==> src/rtl/mac_pe_chain_if.sv <==
// rtl/mac_pe_chain_if.sv - weight/data handshake and psum bundle for mac_pe_chain
interface mac_pe_chain_if #(
    parameter int NUM_PE = 4,
    parameter int DW     = 8,
    parameter int WW     = 8,
    parameter int PSW    = 32
);
    logic                   w_valid;
    logic [WW-1:0]          w_in;
    logic                   w_ready;
    logic                   d_valid;
    logic                   d_ready;
    logic [NUM_PE*DW-1:0]   d_in;
    logic [NUM_PE-1:0]      en_mask;
    logic [PSW-1:0]         ps_in;
    logic                   zero_en;
    logic [PSW-1:0]         ps_out;
    logic                   ps_out_valid;
    logic                   sat_flag;

    modport master (
        output w_valid, w_in, d_valid, d_in, en_mask, ps_in, zero_en,
        input  w_ready, d_ready, ps_out, ps_out_valid, sat_flag
    );

    modport slave (
        input  w_valid, w_in, d_valid, d_in, en_mask, ps_in, zero_en,
        output w_ready, d_ready, ps_out, ps_out_valid, sat_flag
    );
endinterface

==> src/rtl/mac_pe_chain.sv <==
// rtl/mac_pe_chain.sv - weight-stationary signed MAC chain, one conv column
// Define MAC_SAT_EN for saturating per-PE adds and a sticky sat_flag; otherwise adds wrap.
module mac_pe_chain #(
    parameter int NUM_PE = 4,
    parameter int DW     = 8,
    parameter int WW     = 8,
    parameter int PSW    = 32
) (
    input  logic          clk,
    input  logic          rst,
    mac_pe_chain_if.slave bus
);
    localparam int CW = (NUM_PE > 1) ? $clog2(NUM_PE) : 1;
    localparam int PW = DW + WW;

    typedef enum logic [1:0] {
        IDLE  = 2'd0,
        LOAD  = 2'd1,
        READY = 2'd2
    } state_t;

    state_t                 state_q;
    logic [CW-1:0]          w_cnt_q, w_cnt_d;
    logic signed [WW-1:0]   w_q [NUM_PE];
    logic signed [WW-1:0]   w_d [NUM_PE];
    logic [NUM_PE-1:0]      v_q, v_d;
    logic signed [PSW-1:0]  ps_q [NUM_PE];
    logic signed [PSW-1:0]  ps_d [NUM_PE];

    logic                   pipe_empty;
    logic                   w_acc;
    logic                   d_acc;
    logic                   w_last;
    logic [NUM_PE*DW-1:0]   lane_data;
    logic [NUM_PE-1:0]      lane_en;
    logic signed [DW-1:0]   dsel [NUM_PE];
    logic signed [PW-1:0]   prod [NUM_PE];
    logic signed [PSW-1:0]  prod_x [NUM_PE];
    logic signed [PSW-1:0]  ps_prev [NUM_PE];
    logic signed [PSW-1:0]  sum [NUM_PE];
    logic [NUM_PE-1:0]      v_in;
`ifdef MAC_SAT_EN
    logic [PSW:0]           wide [NUM_PE];
    logic [NUM_PE-1:0]      ovf;
    logic                   sat_q, sat_d;
`endif

    // Weights may only be rewritten once every in-flight vector has left the chain.
    assign pipe_empty  = (v_q == '0);
    assign bus.w_ready = (state_q != READY) | pipe_empty;
    assign w_acc       = bus.w_valid & bus.w_ready;
    assign bus.d_ready = (state_q == READY) & ~w_acc;
    assign d_acc       = bus.d_valid & bus.d_ready & ~bus.zero_en;
    assign w_last      = (w_cnt_q == CW'(NUM_PE - 1));

    assign lane_data[DW-1:0] = bus.d_in[DW-1:0];
    assign lane_en[0]        = bus.en_mask[0];

    // Lane k (data plus its enable bit) is delayed by k registers so it meets its psum at PE k.
    for (genvar k = 1; k < NUM_PE; k++) begin : g_skew
        logic [DW:0] sk_q [k];
        logic [DW:0] sk_d [k];

        always_comb begin
            for (int j = 0; j < k; j++) begin
                sk_d[j] = sk_q[j];
            end
            if (bus.zero_en) begin
                for (int j = 0; j < k; j++) begin
                    sk_d[j] = '0;
                end
            end else begin
                sk_d[0] = d_acc ? {bus.en_mask[k], bus.d_in[k*DW +: DW]} : '0;
                for (int j = 1; j < k; j++) begin
                    sk_d[j] = sk_q[j-1];
                end
            end
        end

        always_ff @(posedge clk or negedge rst) begin
            if (!rst) begin
                for (int j = 0; j < k; j++) begin
                    sk_q[j] <= '0;
                end
            end else begin
                for (int j = 0; j < k; j++) begin
                    sk_q[j] <= sk_d[j];
                end
            end
        end

        assign lane_data[k*DW +: DW] = sk_q[k-1][DW-1:0];
        assign lane_en[k]            = sk_q[k-1][DW];
    end

    always_comb begin
        ps_prev[0] = bus.ps_in;
        v_in[0]    = d_acc;
        for (int k = 1; k < NUM_PE; k++) begin
            ps_prev[k] = ps_q[k-1];
            v_in[k]    = v_q[k-1];
        end
        for (int k = 0; k < NUM_PE; k++) begin
            dsel[k]   = lane_en[k] ? lane_data[k*DW +: DW] : '0;
            prod[k]   = PW'(w_q[k]) * PW'(dsel[k]);
            prod_x[k] = PSW'(prod[k]);
`ifdef MAC_SAT_EN
            // One guard bit: overflow when the top two bits of the widened sum disagree.
            wide[k] = {ps_prev[k][PSW-1], ps_prev[k]} + {prod_x[k][PSW-1], prod_x[k]};
            ovf[k]  = wide[k][PSW] ^ wide[k][PSW-1];
            if (ovf[k]) begin
                sum[k] = wide[k][PSW] ? {1'b1, {(PSW-1){1'b0}}} : {1'b0, {(PSW-1){1'b1}}};
            end else begin
                sum[k] = wide[k][PSW-1:0];
            end
`else
            sum[k] = ps_prev[k] + prod_x[k];
`endif
            v_d[k]  = bus.zero_en ? 1'b0 : v_in[k];
            ps_d[k] = bus.zero_en ? '0 : (v_in[k] ? sum[k] : ps_q[k]);
        end
    end

    always_comb begin
        for (int k = 0; k < NUM_PE; k++) begin
            w_d[k] = w_q[k];
            if (w_acc && (w_cnt_q == CW'(k))) begin
                w_d[k] = bus.w_in;
            end
        end
        w_cnt_d = w_cnt_q;
        if (w_acc) begin
            w_cnt_d = w_last ? '0 : w_cnt_q + 1'b1;
        end
    end

    always_ff @(posedge clk or negedge rst) begin
        if (!rst) begin
            v_q     <= '0;
            w_cnt_q <= '0;
            for (int k = 0; k < NUM_PE; k++) begin
                ps_q[k] <= '0;
                w_q[k]  <= '0;
            end
        end else begin
            v_q     <= v_d;
            w_cnt_q <= w_cnt_d;
            for (int k = 0; k < NUM_PE; k++) begin
                ps_q[k] <= ps_d[k];
                w_q[k]  <= w_d[k];
            end
        end
    end

    always_ff @(posedge clk or negedge rst) begin
        if (!rst) begin
            state_q <= IDLE;
        end else begin
            case (state_q)
                IDLE:    if (w_acc) state_q <= LOAD;
                LOAD:    if (w_acc && w_last) state_q <= READY;
                READY:   if (w_acc) state_q <= LOAD;
                default: state_q <= IDLE;
            endcase
        end
    end

`ifdef MAC_SAT_EN
    // The first word of a new weight set starts a fresh saturation window.
    always_comb begin
        sat_d = sat_q;
        if (w_acc && (w_cnt_q == '0)) begin
            sat_d = 1'b0;
        end else if (!bus.zero_en && ((ovf & v_in) != '0)) begin
            sat_d = 1'b1;
        end
    end

    always_ff @(posedge clk or negedge rst) begin
        if (!rst) begin
            sat_q <= 1'b0;
        end else begin
            sat_q <= sat_d;
        end
    end

    assign bus.sat_flag = sat_q;
`else
    assign bus.sat_flag = 1'b0;
`endif

    assign bus.ps_out       = ps_q[NUM_PE-1];
    assign bus.ps_out_valid = v_q[NUM_PE-1];
endmodule

==> src/flat_wrapper.sv <==
// flat-port wrapper written by rule: the top's interface ports become plain ports
module mac_pe_chain_flat 
#(
    parameter int NUM_PE = 4,
    parameter int DW     = 8,
    parameter int WW     = 8,
    parameter int PSW    = 32
)
  (clk, rst, bus_w_valid, bus_w_in, bus_d_valid, bus_d_in, bus_en_mask, bus_ps_in, bus_zero_en, bus_w_ready, bus_d_ready, bus_ps_out, bus_ps_out_valid, bus_sat_flag);
  mac_pe_chain_if #(.NUM_PE(NUM_PE), .DW(DW), .WW(WW), .PSW(PSW)) bus_i ();
  input  logic clk;
  input  logic rst;
  input wire logic [$bits(bus_i.w_valid)-1:0] bus_w_valid;
  input wire logic [$bits(bus_i.w_in)-1:0] bus_w_in;
  input wire logic [$bits(bus_i.d_valid)-1:0] bus_d_valid;
  input wire logic [$bits(bus_i.d_in)-1:0] bus_d_in;
  input wire logic [$bits(bus_i.en_mask)-1:0] bus_en_mask;
  input wire logic [$bits(bus_i.ps_in)-1:0] bus_ps_in;
  input wire logic [$bits(bus_i.zero_en)-1:0] bus_zero_en;
  output wire logic [$bits(bus_i.w_ready)-1:0] bus_w_ready;
  output wire logic [$bits(bus_i.d_ready)-1:0] bus_d_ready;
  output wire logic [$bits(bus_i.ps_out)-1:0] bus_ps_out;
  output wire logic [$bits(bus_i.ps_out_valid)-1:0] bus_ps_out_valid;
  output wire logic [$bits(bus_i.sat_flag)-1:0] bus_sat_flag;
  assign bus_i.w_valid = bus_w_valid;
  assign bus_i.w_in = bus_w_in;
  assign bus_i.d_valid = bus_d_valid;
  assign bus_i.d_in = bus_d_in;
  assign bus_i.en_mask = bus_en_mask;
  assign bus_i.ps_in = bus_ps_in;
  assign bus_i.zero_en = bus_zero_en;
  assign bus_w_ready = bus_i.w_ready;
  assign bus_d_ready = bus_i.d_ready;
  assign bus_ps_out = bus_i.ps_out;
  assign bus_ps_out_valid = bus_i.ps_out_valid;
  assign bus_sat_flag = bus_i.sat_flag;
  mac_pe_chain #(.NUM_PE(NUM_PE), .DW(DW), .WW(WW), .PSW(PSW)) u_core (.clk(clk), .rst(rst), .bus(bus_i));
endmodule
==> config.mk <==
export PLATFORM = sky130hd
export DESIGN_NAME = mac_pe_chain_flat
export DESIGN_NICKNAME = d
export VERILOG_FILES = /design/src/rtl/mac_pe_chain_if.sv /design/src/rtl/mac_pe_chain.sv /design/src/flat_wrapper.sv
export SDC_FILE = /design/constraint.sdc
export NUM_CORES = 2
export LEC_CHECK = 0
export ABC_AREA = 1
export CAP_MARGIN = 15
export CELL_PAD_IN_SITES_DETAIL_PLACEMENT = 2
export CELL_PAD_IN_SITES_GLOBAL_PLACEMENT = 2
export CORE_AREA = 5 5 281 283
export CTS_CLUSTER_DIAMETER = 40
export DETAILED_ROUTE_END_ITERATION = 8
export DIE_AREA = 0 0 286 288
export PLACE_DENSITY_LB_ADDON = 0.05
export SLEW_MARGIN = 20
export SYNTH_ARGS = -nofsm -noshare
export SYNTH_HDL_FRONTEND = slang
export SYNTH_SLANG_ARGS = --single-unit
==> constraint.sdc <==
create_clock -name clk -period 19.7 [get_ports clk]
set_clock_uncertainty 0.1 [all_clocks]
set_input_delay 2.955 -clock clk [delete_from_list [all_inputs] [get_ports clk]]
set_output_delay 2.955 -clock clk [all_outputs]
set_load 0.02 [all_outputs]
==> impl_results.md <==
* Sw Ratio at 53.6%
* Commonest non-fill, non-tap cell in the layout: nand2_1
* Site row count at 102
* Critical Path Sink Type: flip-flop
* Tcrit/Tclk final at 44.0%
* Clock buffer count from CTS at 47
* IR drop worst, VDD at 0.511 mV
* Xor-xnor portion of the synthesized cell area at 0.691%
* Mux contribution to synthesized area at 0%
* Initial antenna violation count at 1
* Sequential power share at 13.0%
* CP max FO at 13
* Max-slew violations at 0
* Nets@finish at 4,916
* Yosys cell types at 35
* Fin Setup TNS at 0 ps
* Highest Signal Layer: met4
* Mapped Cells at 3,861
* Die footprint at 82,400 µm²
* RSZ-0062 raised after global routing: false
* Routability cong. at 0.859
* Initial DRC count at 931
* Final std cells w/o fill at 5,035
* Outcome: finished, final reports clean
* M1 wire length at 43,700 µm
* Cells after DPL at 4,944
* Pwr Total at 4.39 mW
* Vias in the first global route at 31,700
* Die width at 286 µm
* Core Area at 76,400 µm²
* Share of cells above drive strength 1 at 3.24%
* First-pass GRT wire length at 178,000 µm
* Cell Area, Synth at 31,700 µm²
* Port bufs at 115
* Area share of fa/ha/maj cells after synthesis at 45.6%
* Drt total wl at 112,000 µm
* Mapped Nets at 4,770
* Setup Buffers After CTS at 0
* Final ANT Viol Nets at 0
* Slew at the pin closest to its max-slew limit at 980 ps
* Syn Area/Cell at 8.21 µm²
* Power share of the clock group at 19.5%
* Cell-by-cell trace of the critical path: clkdlybuf4s50_1 -> nand2_1 -> inv_1 -> nand2_1 -> fa_1 -> fa_1 -> inv_1 -> fa_1 -> fa_1 -> ha_1 -> ha_1 -> nand2_1 -> nor2_1 -> inv_1 -> nor2_1 -> nand4_1 -> nand3b_1 -> nand2_1 -> nand2_1 -> o21ai_1
* Syn-to-layout area delta at 13.0%
* HPWL after DPL at 92,500 µm
* Startpoint Class: input pin
* Die height at 288 µm
* Total power divided by cell area at 123 nW/µm²
* DRT Pass-1 Iters at 5
* Switching pwr at 2.35 mW
* Max Cap Viol at 0
* Longest Clk Path Bufs at 3
* Highest-count cells in the layout ignoring fill and taps: 1,032 x nand2_1, 777 x inv_1, 544 x fa_1
* Vias per inst at 5.21
* Slowest CP cell: clkdlybuf4s50_1
* Final worst setup slack at 11,040 ps
* Global route total overflow at 0
* Synth Warn # at 0
* Period minus WS final at 8660 ps
* Reg clk slew, reported paths at 60 ps
* Synth area leaders: fa_1 34%, dfrtp_1 18%, nand2_1 12%
* Routed wl met3 at 2390 µm
* Largest net degree at the start of global routing at 87
* P_leak at 20.5 nW
* Worst skew pair latency at 610 ps
* Vias at 26,200
* Hold buffer count at cts at 0
* Post-synthesis register bit count at 222
* CTS resizes at 0
* Register area share after synthesis at 17.5%
* Comb power frac at 67.4%
* CTS tree: built
* Clk sinks at 222
* Critical path's largest stage delay at 680 ps
* Compound-gate portion of the synthesized area at 5.06%
* Top cell by count, worst path: nand2_1
* Clk root buf: clkbuf_16
* CP Data Arrival Time at 9020 ps
* Met2 routed WL at 59,500 µm
* DR WL/cell at 22.1 µm
* Synth area leader: fa_1
* Largest family of logic cells by synthesized area: adder cells
* Initial cell density of the core at 41.5%
* Final setup vio count at 0
* Pre-CTS WS at 10,400 ps
* Int Pwr at 2.04 mW
* Slew HR at 34.4%
* Fin. Hold Viols at 0
* Simple-gate share of the synthesized area at 21.3%
* Setup CP Type: input pin to flip-flop
* IO Count at 117
* Fmax at 115 MHz
* DR DRC count at 0
* HP Class: flip-flop to flip-flop
* Data required, critical path at 20,060 ps
* H-tree depth at 2
* GRT Total Usage at 27.6%
* Post-synth top area share at 34.4%
* Fill cells at 8,565
* Hold_ws at 370 ps
==> layer usage <==
layer  vias up  track usage, %
li1      12000               -
met1     13600            31.4
met2       383            52.3
met3       255            2.60
met4         0            12.2
met5         -               0
==> power groups by stage <==
stage | registers, mW | logic [mW] | clock network (mW)
floorplan | 0.541 | 1.97 | 0
global placement | 0.574 | 2.80 | 0
detailed placement | 0.576 | 2.97 | 0
CTS | 0.572 | 3.02 | 0.874
global route | 0.577 | 3.35 | 0.895
finish | 0.573 | 2.96 | 0.857
==> cell families after synthesis <==
group           count (synthesis)
simple gates                 1679
xor+xnor                       25
buf+inv                       815
other cells                     1
flops                         222
compound gates                291
fa+ha+maj                     828
==> synth_stat cells <==
cell	n
nand2_1	1032
inv_1	777
fa_1	544
nor2_1	400
ha_1	284
dfrtp_1	222
nand3_1	157
a21oi_1	109
o21ai_0	109
nand4_1	40
o21bai_1	30
xnor2_1	20
buf_2	18
nand3b_1	17
o21ai_1	15
nor3_1	14
clkbuf_1	11
a22o_1	8
and2_1	7
o22ai_1	7
buf_4	5
xor2_1	5
a21o_1	4
nor2_4	4
o21a_1	4
o31ai_1	4
inv_2	3
nor2_2	3
nand2_2	2
buf_6	1
conb_1	1
nand3_2	1
nand4_4	1
o211ai_1	1
or2_2	1
==> cell type report <==
cell class / instances / area [µm²] / area share (%)
clock inverter: 38 / 440 / 1.23
antenna: 1 / 2.50 / 0.00699
tap: 988 / 1240 / 3.45
inverter: 780 / 2930 / 8.18
multi-input combinational: 2824 / 23100 / 64.5
sequential: 222 / 5560 / 15.5
timing repair buffer: 132 / 1320 / 3.70
clock buffer: 50 / 1240 / 3.46
==> stage by stage <==
step                      util [%]  instance area, µm²
final                         46.8               35800
after global routing          46.8               35800
after CTS                     46.8               35800
after detailed placement      44.6               34100
after global placement        44.5               34100
after floorplan                  -               31700
==> critical path, delay by kind of cell <==
family / cells / cell delay (ps)
AND/OR/NAND/NOR: 9 / 1380
AO/OA/AOI/OAI: 1 / 60
adder cells (fa/ha/maj): 6 / 3080
buffers and inverters: 4 / 1530
==> flip-flops by register name, summed over array words and instances, names as in the netlist <==
name                flops
u_core.v_q              4
u_core.state_q          2
u_core.w_q             32
u_core.ps_prev         96
u_core.bus.ps_out      32
u_core.w_cnt_q          2
u_core.g_skew.sk_q     54
==> worst paths after layout <==
path                                                start                   endpoint  slack, ps  cells after the start
worst min register to register  u_core.g_skew[3].sk_q[21]  u_core.g_skew[3].sk_q[12]        370                      2
min in group asynchronous                             rst      u_core.bus.ps_out[23]       2270                      1
max in group asynchronous                             rst         u_core.ps_prev[58]      14900                      3
worst min-delay path            u_core.g_skew[3].sk_q[21]  u_core.g_skew[3].sk_q[12]        370                      2
worst max-delay path                       bus_en_mask[0]         u_core.ps_prev[86]      11040                     20
worst max register to register   u_core.g_skew[1].sk_q[8]         u_core.ps_prev[63]      13130                     20
(Power assumes the default switching activity.)
